## src/rtl/lagarto_dcache_req_queue_if.sv

```systemverilog
// Request-queue bus bundle: core request side, MMU/DTLB side
// and the split load/store L1 data cache port.
interface lagarto_dcache_req_queue_if #(
    parameter int DEPTH   = 4,
    parameter int VADDR_W = 64,
    parameter int PADDR_W = 56,
    parameter int INDEX_W = 12,
    parameter int TAG_W   = 44
);
    localparam int CNT_W = $clog2(DEPTH) + 1;

    logic               req_valid_i;
    logic               req_ready_o;
    logic               req_is_load_i;
    logic [VADDR_W-1:0] req_vaddr_i;
    logic [63:0]        req_wdata_i;
    logic [1:0]         req_size_i;
    logic               kill_i;

    logic               mmu_req_o;
    logic               mmu_load_o;
    logic               mmu_store_o;
    logic [VADDR_W-1:0] mmu_vaddr_o;
    logic               dtlb_hit_i;
    logic [PADDR_W-1:0] paddr_i;

    logic               ld_req_valid_o;
    logic               ld_req_ready_i;
    logic [INDEX_W-1:0] ld_addr_index_o;
    logic [TAG_W-1:0]   ld_addr_tag_o;
    logic [7:0]         ld_be_o;
    logic [1:0]         ld_size_o;
    logic               ld_resp_valid_i;
    logic [63:0]        ld_resp_data_i;

    logic               st_req_valid_o;
    logic               st_req_ready_i;
    logic [INDEX_W-1:0] st_addr_index_o;
    logic [TAG_W-1:0]   st_addr_tag_o;
    logic [63:0]        st_wdata_o;
    logic [7:0]         st_be_o;
    logic [1:0]         st_size_o;

    logic               resp_valid_o;
    logic [63:0]        resp_data_o;
    logic               misaligned_o;
    logic [CNT_W-1:0]   count_o;

    modport slave (
        input  req_valid_i, req_is_load_i, req_vaddr_i,
        input  req_wdata_i, req_size_i, kill_i,
        input  dtlb_hit_i, paddr_i,
        input  ld_req_ready_i, ld_resp_valid_i, ld_resp_data_i,
        input  st_req_ready_i,
        output req_ready_o,
        output mmu_req_o, mmu_load_o, mmu_store_o, mmu_vaddr_o,
        output ld_req_valid_o, ld_addr_index_o, ld_addr_tag_o,
        output ld_be_o, ld_size_o,
        output st_req_valid_o, st_addr_index_o, st_addr_tag_o,
        output st_wdata_o, st_be_o, st_size_o,
        output resp_valid_o, resp_data_o, misaligned_o, count_o
    );

    modport master (
        output req_valid_i, req_is_load_i, req_vaddr_i,
        output req_wdata_i, req_size_i, kill_i,
        output dtlb_hit_i, paddr_i,
        output ld_req_ready_i, ld_resp_valid_i, ld_resp_data_i,
        output st_req_ready_i,
        input  req_ready_o,
        input  mmu_req_o, mmu_load_o, mmu_store_o, mmu_vaddr_o,
        input  ld_req_valid_o, ld_addr_index_o, ld_addr_tag_o,
        input  ld_be_o, ld_size_o,
        input  st_req_valid_o, st_addr_index_o, st_addr_tag_o,
        input  st_wdata_o, st_be_o, st_size_o,
        input  resp_valid_o, resp_data_o, misaligned_o, count_o
    );
endinterface

```

## src/rtl/lagarto_dcache_req_queue.sv

```systemverilog
// In-order load/store request queue feeding the L1 dcache.
// Head entry is translated, issued, and its load data aligned.
module lagarto_dcache_req_queue #(
    parameter int DEPTH   = 4,
    parameter int VADDR_W = 64,
    parameter int PADDR_W = 56,
    parameter int INDEX_W = 12,
    parameter int TAG_W   = 44
) (
    input logic                        clk_i,
    input logic                        rstn_i,
    lagarto_dcache_req_queue_if.slave  bus
);
    localparam int PTR_W = $clog2(DEPTH);
    localparam int CNT_W = PTR_W + 1;

    typedef struct packed {
        logic               is_load;
        logic [VADDR_W-1:0] vaddr;
        logic [63:0]        wdata;
        logic [1:0]         size;
    } entry_t;

    typedef enum logic [2:0] {
        IDLE, XLATE, ISSUE, WAIT_RESP, DRAIN
    } state_e;

    entry_t             mem_q [DEPTH];
    logic [PTR_W-1:0]   head_q, tail_q;
    logic [CNT_W-1:0]   count_q;
    state_e             state_q, state_d;
    logic [PADDR_W-1:0] paddr_q;
    logic               rdy_en_q;
    logic               resp_valid_q;
    logic [63:0]        resp_data_q;

    entry_t      head;
    logic [2:0]  off;
    logic [2:0]  lo_mask;
    logic [7:0]  be_base;
    logic [7:0]  be;
    logic [63:0] size_mask;
    logic [63:0] ld_shift;
    logic        misaligned;

    logic push, pop;
    logic mmu_req, ld_v, st_v;
    logic latch_paddr, resp_fire, mis_pulse;

    assign head = mem_q[head_q];
    assign off  = head.vaddr[2:0];

    always_comb begin
        lo_mask   = 3'b000;
        be_base   = 8'h01;
        size_mask = 64'hFF;
        unique case (head.size)
            2'd0: begin
                lo_mask   = 3'b000;
                be_base   = 8'h01;
                size_mask = 64'h0000_0000_0000_00FF;
            end
            2'd1: begin
                lo_mask   = 3'b001;
                be_base   = 8'h03;
                size_mask = 64'h0000_0000_0000_FFFF;
            end
            2'd2: begin
                lo_mask   = 3'b011;
                be_base   = 8'h0F;
                size_mask = 64'h0000_0000_FFFF_FFFF;
            end
            default: begin
                lo_mask   = 3'b111;
                be_base   = 8'hFF;
                size_mask = 64'hFFFF_FFFF_FFFF_FFFF;
            end
        endcase
    end

    assign misaligned = |(off & lo_mask);
    assign be         = be_base << off;
    assign ld_shift   = bus.ld_resp_data_i >> {off, 3'b000};

    assign bus.req_ready_o = rdy_en_q
                           && (count_q < CNT_W'(DEPTH))
                           && !bus.kill_i;
    assign push = bus.req_valid_i && bus.req_ready_o;

    // IDLE already requests translation so an aligned head costs no bubble
    always_comb begin
        state_d     = state_q;
        pop         = 1'b0;
        mis_pulse   = 1'b0;
        mmu_req     = 1'b0;
        ld_v        = 1'b0;
        st_v        = 1'b0;
        latch_paddr = 1'b0;
        resp_fire   = 1'b0;
        unique case (state_q)
            IDLE: begin
                if (count_q != '0 && !bus.kill_i) begin
                    if (misaligned) begin
                        pop       = 1'b1;
                        mis_pulse = 1'b1;
                    end else begin
                        mmu_req = 1'b1;
                        if (bus.dtlb_hit_i) begin
                            latch_paddr = 1'b1;
                            state_d     = ISSUE;
                        end else begin
                            state_d = XLATE;
                        end
                    end
                end
            end
            XLATE: begin
                mmu_req = 1'b1;
                if (bus.kill_i) begin
                    state_d = IDLE;
                end else if (bus.dtlb_hit_i) begin
                    latch_paddr = 1'b1;
                    state_d     = ISSUE;
                end
            end
            ISSUE: begin
                if (head.is_load) begin
                    ld_v = 1'b1;
                    if (bus.ld_req_ready_i)
                        state_d = bus.kill_i ? DRAIN : WAIT_RESP;
                    else if (bus.kill_i)
                        state_d = IDLE;
                end else begin
                    st_v = 1'b1;
                    if (bus.st_req_ready_i) begin
                        pop     = 1'b1;
                        state_d = IDLE;
                    end else if (bus.kill_i) begin
                        state_d = IDLE;
                    end
                end
            end
            WAIT_RESP: begin
                if (bus.ld_resp_valid_i) begin
                    state_d = IDLE;
                    if (!bus.kill_i) begin
                        pop       = 1'b1;
                        resp_fire = 1'b1;
                    end
                end else if (bus.kill_i) begin
                    state_d = DRAIN;
                end
            end
            DRAIN: begin
                if (bus.ld_resp_valid_i)
                    state_d = IDLE;
            end
            default: state_d = IDLE;
        endcase
    end

    always_ff @(posedge clk_i or negedge rstn_i) begin
        if (!rstn_i) begin
            state_q      <= IDLE;
            head_q       <= '0;
            tail_q       <= '0;
            count_q      <= '0;
            paddr_q      <= '0;
            rdy_en_q     <= 1'b0;
            resp_valid_q <= 1'b0;
            resp_data_q  <= '0;
        end else begin
            state_q      <= state_d;
            rdy_en_q     <= 1'b1;
            resp_valid_q <= resp_fire;
            if (resp_fire)
                resp_data_q <= ld_shift & size_mask;
            if (latch_paddr)
                paddr_q <= bus.paddr_i;
            if (push)
                tail_q <= tail_q + PTR_W'(1);
            if (bus.kill_i) begin
                count_q <= '0;
                head_q  <= tail_q;
            end else begin
                count_q <= count_q + CNT_W'(push) - CNT_W'(pop);
                if (pop)
                    head_q <= head_q + PTR_W'(1);
            end
        end
    end

    always_ff @(posedge clk_i) begin
        if (push) begin
            mem_q[tail_q] <= '{
                is_load: bus.req_is_load_i,
                vaddr:   bus.req_vaddr_i,
                wdata:   bus.req_wdata_i,
                size:    bus.req_size_i
            };
        end
    end

    assign bus.mmu_req_o   = mmu_req;
    assign bus.mmu_load_o  = mmu_req && head.is_load;
    assign bus.mmu_store_o = mmu_req && !head.is_load;
    assign bus.mmu_vaddr_o = mmu_req ? head.vaddr : '0;

    assign bus.ld_req_valid_o  = ld_v;
    assign bus.ld_addr_index_o = ld_v ? paddr_q[INDEX_W-1:0] : '0;
    assign bus.ld_addr_tag_o   = ld_v ? paddr_q[PADDR_W-1:INDEX_W] : '0;
    assign bus.ld_be_o         = ld_v ? be : '0;
    assign bus.ld_size_o       = ld_v ? head.size : '0;

    assign bus.st_req_valid_o  = st_v;
    assign bus.st_addr_index_o = st_v ? paddr_q[INDEX_W-1:0] : '0;
    assign bus.st_addr_tag_o   = st_v ? paddr_q[PADDR_W-1:INDEX_W] : '0;
    assign bus.st_wdata_o      = st_v ? head.wdata << {off, 3'b000} : '0;
    assign bus.st_be_o         = st_v ? be : '0;
    assign bus.st_size_o       = st_v ? head.size : '0;

    assign bus.resp_valid_o = resp_valid_q;
    assign bus.resp_data_o  = resp_data_q;
    assign bus.misaligned_o = mis_pulse;
    assign bus.count_o      = count_q;
endmodule
```

## src/flat_wrapper.sv

```systemverilog
// flat-port wrapper written by rule: the top's interface ports become plain ports
module lagarto_dcache_req_queue_flat 
#(
    parameter int DEPTH   = 4,
    parameter int VADDR_W = 64,
    parameter int PADDR_W = 56,
    parameter int INDEX_W = 12,
    parameter int TAG_W   = 44
)
  (clk_i, rstn_i, bus_req_valid_i, bus_req_is_load_i, bus_req_vaddr_i, bus_req_wdata_i, bus_req_size_i, bus_kill_i, bus_dtlb_hit_i, bus_paddr_i, bus_ld_req_ready_i, bus_ld_resp_valid_i, bus_ld_resp_data_i, bus_st_req_ready_i, bus_req_ready_o, bus_mmu_req_o, bus_mmu_load_o, bus_mmu_store_o, bus_mmu_vaddr_o, bus_ld_req_valid_o, bus_ld_addr_index_o, bus_ld_addr_tag_o, bus_ld_be_o, bus_ld_size_o, bus_st_req_valid_o, bus_st_addr_index_o, bus_st_addr_tag_o, bus_st_wdata_o, bus_st_be_o, bus_st_size_o, bus_resp_valid_o, bus_resp_data_o, bus_misaligned_o, bus_count_o);
  lagarto_dcache_req_queue_if #(.DEPTH(DEPTH), .VADDR_W(VADDR_W), .PADDR_W(PADDR_W), .INDEX_W(INDEX_W), .TAG_W(TAG_W)) bus_i ();
  input logic clk_i;
  input logic rstn_i;
  input wire logic [$bits(bus_i.req_valid_i)-1:0] bus_req_valid_i;
  input wire logic [$bits(bus_i.req_is_load_i)-1:0] bus_req_is_load_i;
  input wire logic [$bits(bus_i.req_vaddr_i)-1:0] bus_req_vaddr_i;
  input wire logic [$bits(bus_i.req_wdata_i)-1:0] bus_req_wdata_i;
  input wire logic [$bits(bus_i.req_size_i)-1:0] bus_req_size_i;
  input wire logic [$bits(bus_i.kill_i)-1:0] bus_kill_i;
  input wire logic [$bits(bus_i.dtlb_hit_i)-1:0] bus_dtlb_hit_i;
  input wire logic [$bits(bus_i.paddr_i)-1:0] bus_paddr_i;
  input wire logic [$bits(bus_i.ld_req_ready_i)-1:0] bus_ld_req_ready_i;
  input wire logic [$bits(bus_i.ld_resp_valid_i)-1:0] bus_ld_resp_valid_i;
  input wire logic [$bits(bus_i.ld_resp_data_i)-1:0] bus_ld_resp_data_i;
  input wire logic [$bits(bus_i.st_req_ready_i)-1:0] bus_st_req_ready_i;
  output wire logic [$bits(bus_i.req_ready_o)-1:0] bus_req_ready_o;
  output wire logic [$bits(bus_i.mmu_req_o)-1:0] bus_mmu_req_o;
  output wire logic [$bits(bus_i.mmu_load_o)-1:0] bus_mmu_load_o;
  output wire logic [$bits(bus_i.mmu_store_o)-1:0] bus_mmu_store_o;
  output wire logic [$bits(bus_i.mmu_vaddr_o)-1:0] bus_mmu_vaddr_o;
  output wire logic [$bits(bus_i.ld_req_valid_o)-1:0] bus_ld_req_valid_o;
  output wire logic [$bits(bus_i.ld_addr_index_o)-1:0] bus_ld_addr_index_o;
  output wire logic [$bits(bus_i.ld_addr_tag_o)-1:0] bus_ld_addr_tag_o;
  output wire logic [$bits(bus_i.ld_be_o)-1:0] bus_ld_be_o;
  output wire logic [$bits(bus_i.ld_size_o)-1:0] bus_ld_size_o;
  output wire logic [$bits(bus_i.st_req_valid_o)-1:0] bus_st_req_valid_o;
  output wire logic [$bits(bus_i.st_addr_index_o)-1:0] bus_st_addr_index_o;
  output wire logic [$bits(bus_i.st_addr_tag_o)-1:0] bus_st_addr_tag_o;
  output wire logic [$bits(bus_i.st_wdata_o)-1:0] bus_st_wdata_o;
  output wire logic [$bits(bus_i.st_be_o)-1:0] bus_st_be_o;
  output wire logic [$bits(bus_i.st_size_o)-1:0] bus_st_size_o;
  output wire logic [$bits(bus_i.resp_valid_o)-1:0] bus_resp_valid_o;
  output wire logic [$bits(bus_i.resp_data_o)-1:0] bus_resp_data_o;
  output wire logic [$bits(bus_i.misaligned_o)-1:0] bus_misaligned_o;
  output wire logic [$bits(bus_i.count_o)-1:0] bus_count_o;
  assign bus_i.req_valid_i = bus_req_valid_i;
  assign bus_i.req_is_load_i = bus_req_is_load_i;
  assign bus_i.req_vaddr_i = bus_req_vaddr_i;
  assign bus_i.req_wdata_i = bus_req_wdata_i;
  assign bus_i.req_size_i = bus_req_size_i;
  assign bus_i.kill_i = bus_kill_i;
  assign bus_i.dtlb_hit_i = bus_dtlb_hit_i;
  assign bus_i.paddr_i = bus_paddr_i;
  assign bus_i.ld_req_ready_i = bus_ld_req_ready_i;
  assign bus_i.ld_resp_valid_i = bus_ld_resp_valid_i;
  assign bus_i.ld_resp_data_i = bus_ld_resp_data_i;
  assign bus_i.st_req_ready_i = bus_st_req_ready_i;
  assign bus_req_ready_o = bus_i.req_ready_o;
  assign bus_mmu_req_o = bus_i.mmu_req_o;
  assign bus_mmu_load_o = bus_i.mmu_load_o;
  assign bus_mmu_store_o = bus_i.mmu_store_o;
  assign bus_mmu_vaddr_o = bus_i.mmu_vaddr_o;
  assign bus_ld_req_valid_o = bus_i.ld_req_valid_o;
  assign bus_ld_addr_index_o = bus_i.ld_addr_index_o;
  assign bus_ld_addr_tag_o = bus_i.ld_addr_tag_o;
  assign bus_ld_be_o = bus_i.ld_be_o;
  assign bus_ld_size_o = bus_i.ld_size_o;
  assign bus_st_req_valid_o = bus_i.st_req_valid_o;
  assign bus_st_addr_index_o = bus_i.st_addr_index_o;
  assign bus_st_addr_tag_o = bus_i.st_addr_tag_o;
  assign bus_st_wdata_o = bus_i.st_wdata_o;
  assign bus_st_be_o = bus_i.st_be_o;
  assign bus_st_size_o = bus_i.st_size_o;
  assign bus_resp_valid_o = bus_i.resp_valid_o;
  assign bus_resp_data_o = bus_i.resp_data_o;
  assign bus_misaligned_o = bus_i.misaligned_o;
  assign bus_count_o = bus_i.count_o;
  lagarto_dcache_req_queue #(.DEPTH(DEPTH), .VADDR_W(VADDR_W), .PADDR_W(PADDR_W), .INDEX_W(INDEX_W), .TAG_W(TAG_W)) u_core (.clk_i(clk_i), .rstn_i(rstn_i), .bus(bus_i));
endmodule
```

## config.mk

```make
export PLATFORM = sky130hd
export DESIGN_NAME = lagarto_dcache_req_queue_flat
export DESIGN_NICKNAME = d
export VERILOG_FILES = /design/src/rtl/lagarto_dcache_req_queue_if.sv /design/src/rtl/lagarto_dcache_req_queue.sv /design/src/flat_wrapper.sv
export SDC_FILE = /design/constraint.sdc
export NUM_CORES = 1
export LEC_CHECK = 0
export ABC_AREA = 1
export CELL_PAD_IN_SITES_DETAIL_PLACEMENT = 0
export CELL_PAD_IN_SITES_GLOBAL_PLACEMENT = 1
export CORE_MARGIN = 2
export CORE_UTILIZATION = 40
export DETAILED_ROUTE_END_ITERATION = 16
export PLACE_DENSITY_LB_ADDON = 0.2
export SLEW_MARGIN = 20
export SYNTH_ARGS = -nofsm -noshare
export SYNTH_HDL_FRONTEND = slang
export SYNTH_SLANG_ARGS = --single-unit
```

## constraint.sdc

```tcl
create_clock -name clk_i -period 15.32 [get_ports clk_i]
set_clock_uncertainty 0.05 [all_clocks]
set_input_delay 3.064 -clock clk_i [delete_from_list [all_inputs] [get_ports clk_i]]
set_output_delay 3.064 -clock clk_i [all_outputs]
set_load 0.02 [all_outputs]
```

==> impl_metrics.json, run 1 <==
{
  "outcome": "finished clean",
  "syn_avg_cell_area_um2": 9.76,
  "dieArea_um2": 75800,
  "fp-row-count": 99,
  "path_class": "in -> out",
  "finalWirelength_um": 100000,
  "slew_viol_final": 0,
  "io_pins": 594,
  "h-tree-depth": 3,
  "tns_ns": 0,
  "post_drt_wl_per_cell_um": 22.1,
  "clk-insertion-delay-late_ns": 0.62,
  "syn_inst": 3019,
  "leakagePower_nw": 14.7,
  "synthDistinctLibCells": 39,
  "start_util_pct": 40.4,
  "drive_gt1_share_pct": 5.31,
  "yosysWarningCount": 0,
  "drtAntennaViolNets": 0,
  "power_mw": 7.35,
  "clk_pin_slew_worst_paths_ns": 0.06,
  "drt_iter0_drc": 1888,
  "reg2reg_depth": 13,
  "nets": 3787,
  "post-dp-hpwl_um": 67200,
  "worstPathMaxFanout": 61,
  "cp-start-kind": "primary input",
  "overflow": 0,
  "min_period_over_period_pct": 60.2,
  "route.detailed.drc": 0,
  "maxCapViolCount": 0,
  "die_y_um": 275,
  "hold_class": "reg -> reg",
  "slew_headroom_pct": 27.4,
  "synth_ff_type": "edfxtp_1",
  "hold_violations": 0,
  "viasPerCell": 5.24,
  "ys_seq_area_share_pct": 64.6,
  "cts_tree": "done",
  "grt_usage_pct": 25.7,
  "num-fill-cells": 6500,
  "hold_path_depth": 2,
  "vias": 23800,
  "crit_path_end_kind": "primary output",
  "cp_data_arrival_time_ns": 6.10,
  "placed_cell_area_um2": 36000,
  "p_per_area_nw_per_um2": 191,
  "grt_pass1_vias": 22900,
  "grt_pass1_wl_um": 145000,
  "port_buffers": 593,
  "cts.sinks": 656,
  "globalplace.congestion": 0.906,
  "root_buffer": "clkbuf_16",
  "numCtsBuffers": 74,
  "final_cell_area_um2": 38600,
  "finalSetupViolCount": 0,
  "rsz0062_at_grt": "false",
  "cts_resized": 0,
  "mappedNetlistArea_um2": 29500,
  "area_delta_synth_final_pct": 30.9,
  "final_core_util_pct": 52.9,
  "async_flop_share_pct": 20.1,
  "grt_max_degree": 105,
  "cts_buffer_depth": 3,
  "hold_buffers": 0,
  "regToRegSetupSlack_ns": 10.35,
  "drtPass1Iterations": 6,
  "finalCriticalPeriod_ns": 9.22,
  "synthesis.nets": 3285,
  "fmax_mhz": 108,
  "tightest_slew_ns": 1.09,
  "die_width_um": 275,
  "coreArea_um2": 73000,
  "cts_setup_buffers": 0,
  "required_ns": 12.21,
  "synth_seq_cells": 656,
  "antenna_found_initial": 22,
  "peakVddDrop_v": 0.000146,
  "synth_edf_count": 524
}
-- sequential cells by signal (all words and copies together) (netlist names) --
| signal | count |
|---|---|
| u_core.bus.count_o | 3 |
| u_core.bus.resp_data_o | 64 |
| u_core.bus.resp_valid_o | 1 |
| u_core.head_q | 2 |
| u_core.mem_q | 524 |
| u_core.paddr_q | 56 |
| u_core.rdy_en_q | 1 |
| u_core.state_q | 3 |
| u_core.tail_q | 2 |
-- worst paths after layout --
path,startpoint,end
min in group asynchronous,rstn_i,u_core.paddr_q[44]
setup / recovery,bus_kill_i,bus_mmu_vaddr_o[20]
setup reg to reg,u_core.head_q[0],u_core.paddr_q[34]
hold / removal,u_core.paddr_q[29],u_core.paddr_q[29]
max in group asynchronous,rstn_i,u_core.bus.resp_data_o[30]
hold reg to reg,u_core.paddr_q[29],u_core.paddr_q[29]
-- layout make-up --
type                    count  area [um^2]  area share (%)
flip-flops and latches    656        19000            49.4
multi-input cells        2029         9010            23.4
repair buffers            627         6200            16.1
clock buffers              90         1960            5.09
well taps                 959         1200            3.11
clock inverters            43          608            1.58
inverters                 133          508            1.32
diodes                     10         25.0          0.0649
-- cell usage after synthesis, types with 5 or more instances --
| master | number | area share [%] |
|---|---|---|
| ha_1 | 6 | 0.25 |
| nor2_1 | 478 | 6.1 |
| a31oi_1 | 29 | 0.62 |
| nand3_1 | 260 | 4.4 |
| inv_2 | 5 | 0.064 |
| buf_6 | 11 | 0.42 |
| buf_4 | 15 | 0.38 |
| buf_2 | 72 | 1.2 |
| edfxtp_1 | 524 | 53 |
| o22ai_1 | 9 | 0.19 |
| buf_1 | 27 | 0.34 |
| o21a_1 | 5 | 0.13 |
| nand2_1 | 768 | 9.8 |
| or2_1 | 8 | 0.17 |
| inv_1 | 127 | 1.6 |
| a21oi_1 | 70 | 1.2 |
| or2_2 | 10 | 0.21 |
| dfrtp_1 | 132 | 11 |
| clkbuf_1 | 76 | 0.97 |
| o21ai_0 | 264 | 4.5 |
| o21ai_1 | 36 | 0.61 |
| o31ai_1 | 8 | 0.20 |
| o211ai_1 | 48 | 1.2 |
-- power breakdown --
group	switching [mW]	internal, mW	total, mW	leakage (nW)
Clock	0.744	1.10	1.84	1.23
Sequential	0.140	2.13	2.27	6.46
Combinational	2.24	1.01	3.24	6.98
Total	3.12	4.23	7.35	14.7
-- metal layers --
layer	part of all wire (%)	track usage [%]	vias to the layer above
met5	0.18	0	-
met1	39	30.9	11500
li1	-	-	11200
met3	6.9	6.08	205
met4	4.4	11.3	28
met2	49	44.0	820
-- through the flow --
step / setup slack (ns) / hold WS (ns) / instances
global route: 5.89 / 0.434 / 4542
finish: 6.10 / 0.423 / 4547
floorplan: 5.36 / 0.392 / 3019
detailed placement: 6.09 / 0.410 / 4404
global placement: 6.21 / 0.404 / 4404
CTS: 6.07 / 0.423 / 4537
-- critical path, cell delays in order --
cell             delay, ns
clkdlybuf4s50_1       0.76
inv_1                 0.25
o21ai_0               0.17
nor2_1                0.10
nand3_2               0.11
nand2_1               0.10
inv_2                 0.22
buf_4                 0.55
a21oi_1               0.11
clkdlybuf4s50_1       0.58
-- kinds of logic after synthesis --
kind of cell | Yosys count | synth area share [%]
AOI/OAI and AO/OA | 477 | 8.88
other | 1 | 0.0127
xor gates and xnor gates | 2 | 0.0595
and+or+nand+nor | 1542 | 21.1
buffers and inverters | 334 | 5.03
adders and majority gates | 7 | 0.323
DFF | 656 | 64.6
-- cell usage in the layout (no fill, tap or decap), drive strengths merged --
master         count
clkdlybuf4s50    592
clkinv            27
nor4               1
o22a               2
xor2               2
clkinvlp           6
nor2             482
clkbuf            90
or2               18
diode             10
o21bai             1
bufinv            10
o31ai              8
a21oi             73
nor3               4
nand4              3
nand2            772
edfxtp           524
inv              133
conb               1
a31oi             29
o22ai              9
fa                 1
nand3            262
buf               35
ha                 6
o21ai            301
o221ai             1
o211ai            48
dfrtp            132
o21a               5
Note: power is estimated with default switching activity, not from simulation.
==> inputs of run 2 (changes only) <==
--- a/config.mk
+++ b/config.mk
@@ -9,7 +9,7 @@
 export CELL_PAD_IN_SITES_DETAIL_PLACEMENT = 0
 export CELL_PAD_IN_SITES_GLOBAL_PLACEMENT = 1
 export CORE_MARGIN = 2
-export CORE_UTILIZATION = 40
+export CORE_UTILIZATION = 36
 export DETAILED_ROUTE_END_ITERATION = 16
 export PLACE_DENSITY_LB_ADDON = 0.2
 export SLEW_MARGIN = 20
==> constraint.sdc (replaced) <==
create_clock -name clk_i -period 7.7 [get_ports clk_i]
set_clock_uncertainty 0.05 [all_clocks]
set_input_delay 1.54 -clock clk_i [delete_from_list [all_inputs] [get_ports clk_i]]
set_output_delay 1.54 -clock clk_i [all_outputs]
set_load 0.02 [all_outputs]
==> run 2 against run 1 <==
Against the previous run: die area is 11% higher; highest routed layer unchanged; combinational power is 100% higher; critical path type is now reg -> out; cell area is 0.30% higher; power is 98% higher; worst hold slack worse by 0.0018 ns; sequential power is 96% higher; non-clock buffer count is 4 higher; utilization is 5.0 points lower; via count is 0.56% higher.
==> impl_metrics.json, run 2 (synthesis gave the netlist of run 1 again) <==
{
  "outcome": "finished clean",
  "cp_top_family": "buffers and inverters",
  "crit_top_cell": "nand2_1",
  "path_depth": 13,
  "hold_buffers": 0,
  "coreArea_um2": 80800,
  "dieArea_um2": 84100,
  "largest_reg_flops": 524,
  "r2r-end": "u_core.bus.count_o[2]",
  "finalWirelength_um": 102000,
  "cts.sinks": 656,
  "h-tree-depth": 3,
  "crit_path_end_kind": "primary output",
  "port_buffers": 593,
  "cts_tree": "done",
  "cts_buffer_depth": 3,
  "cp_data_arrival_time_ns": 4.79,
  "fp-row-count": 104,
  "route.detailed.drc": 0,
  "numCtsBuffers": 75,
  "tightest_slew_ns": 1.15,
  "area_delta_synth_final_pct": 31.3,
  "start_util_pct": 36.5,
  "drtPass1Iterations": 8,
  "max_stage_delay_ns": 0.63,
  "cts_resized": 0,
  "hold_violations": 0,
  "clk_pin_slew_worst_paths_ns": 0.06,
  "drtAntennaViolNets": 0,
  "maxCapViolCount": 0,
  "cp.buffers_inverters": 5,
  "post_drt_wl_per_cell_um": 21.9,
  "placed_cell_area_um2": 36100,
  "hold_slack_ns": 0.421,
  "slew_headroom_pct": 23.1,
  "rsz0062_at_grt": "false",
  "fmax_mhz": 157,
  "leakagePower_nw": 14.7,
  "finalCriticalPeriod_ns": 6.38,
  "required_ns": 6.11,
  "regToRegSetupSlack_ns": 3.37,
  "grt_pass1_vias": 23400,
  "min_period_over_period_pct": 82.9,
  "globalplace.congestion": 0.902,
  "io_pins": 594,
  "drt_iter0_drc": 1849,
  "reg2reg_depth": 18,
  "root_buffer": "clkbuf_16",
  "final_cell_area_um2": 38700,
  "final_common_cell": "nand2_1",
  "viasPerCell": 5.15,
  "slowest_stage": "dfrtp_4",
  "post-dp-hpwl_um": 67700,
  "cp-start-kind": "flop",
  "vias": 24000,
  "layout_common_cells": "nand2_1 (765), clkdlybuf4s50_1 (587), edfxtp_1 (524)",
  "clk-insertion-delay-late_ns": 0.62,
  "worstReg2RegStart": "u_core.head_q[0]",
  "worstPathMaxFanout": 79,
  "cts_setup_buffers": 0,
  "hold_class": "reg -> reg",
  "antenna_found_initial": 22,
  "drive_gt1_share_pct": 5.47,
  "overflow": 0,
  "path_class": "reg -> out",
  "die_y_um": 290,
  "critPathCapture": "bus_mmu_vaddr_o[9]",
  "grt_max_degree": 132,
  "path_cells": "inv_8, nand2_1, nand3_1, nand2_4, nand2_1, buf_4, nand3_2, nand3_2, nand2_1, inv_2, buf_4, a21oi_1, clkdlybuf4s50_1",
  "regMostFlops": "u_core.mem_q",
  "cp-startpoint": "u_core.head_q[0]",
  "nets": 3792,
  "grt_usage_pct": 23.6,
  "slew_viol_final": 0,
  "hp-start": "u_core.paddr_q[43]",
  "finalSetupViolCount": 0,
  "peakVddDrop_v": 0.000257,
  "grt_pass1_wl_um": 150000,
  "p_per_area_nw_per_um2": 377,
  "die_width_um": 290
}
-- run 2: cell types whose count changed in the layout (fill, tap and decap cells not counted), sizes merged, moves of 2 or more --
| cell | change |
|---|---|
| clkinv | +4 |
| inv | +6 |
| clkdlybuf4s50 | -5 |
| clkinvlp | -5 |
| buf | +9 |
| bufinv | -3 |
| clkbuf | +2 |
-- run 2: how the worst min path moves through the flow --
stage                         end  depth (start not counted)
6_report       u_core.paddr_q[43]                          2
5_1_grt        u_core.paddr_q[15]                          2
4_1_cts        u_core.paddr_q[31]                          2
3_5_place_dp   u_core.paddr_q[31]                          2
3_3_place_gp   u_core.paddr_q[47]                          2
2_1_floorplan   u_core.paddr_q[0]                          2
-- run 2: where the power goes --
part	internal (mW)	leakage [nW]	switching, mW
clock network	2.09	1.22	1.51
registers	4.24	6.46	0.223
logic	2.03	7.02	4.48
-- run 2: area by class of cell --
cell class / instances / area, um^2
sequential: 656 / 19000
fill: 7443 / 42100
clock inverter: 45 / 534
clock buffer: 92 / 1960
tap: 1060 / 1330
timing repair buffer: 631 / 6260
antenna: 11 / 27.5
inverter: 133 / 509
multi-input combinational: 2029 / 9010
-- run 2: routing by layer --
metal / wire length, um / up-vias / GRT usage [%]
li1: - / 11300 / -
met1: 39500 / 11700 / 28.3
met4: 2720 / 22 / 7.81
met2: 52300 / 854 / 41.7
met3: 7170 / 165 / 5.36
met5: 141 / - / 0
-- run 2: worst register-to-register path, cell delays in order (launching register included) --
cell     delay (ns)
dfrtp_4        0.63
inv_8          0.43
nand2_1        0.13
nand3_1        0.14
nand2_1        0.27
nand2_2        0.16
buf_4          0.59
inv_1          0.32
nand2_1        0.12
nand2_1        0.06
inv_1          0.12
nand2_1        0.07
ha_1           0.26
inv_1          0.06
ha_1           0.13
inv_1          0.05
fa_1           0.39
xor2_1         0.17
nor2_1         0.06
-- run 2: stage by stage --
| step | total power, mW | utilization [%] | TNS, ns | setup slack, ns | std cells |
|---|---|---|---|---|---|
| 3_5_place_dp | 11.1 | 44.7 | 0 | 1.40 | 4509 |
| 6_report | 14.6 | 47.9 | 0 | 1.32 | 4657 |
| 2_1_floorplan | 8.60 | - | -386.22 | -0.737 | 3019 |
| 5_1_grt | 15.4 | 47.9 | 0 | 0.928 | 4653 |
| 3_3_place_gp | 11.0 | 44.7 | 0 | 1.54 | 4509 |
| 4_1_cts | 14.7 | 47.8 | 0 | 1.22 | 4646 |
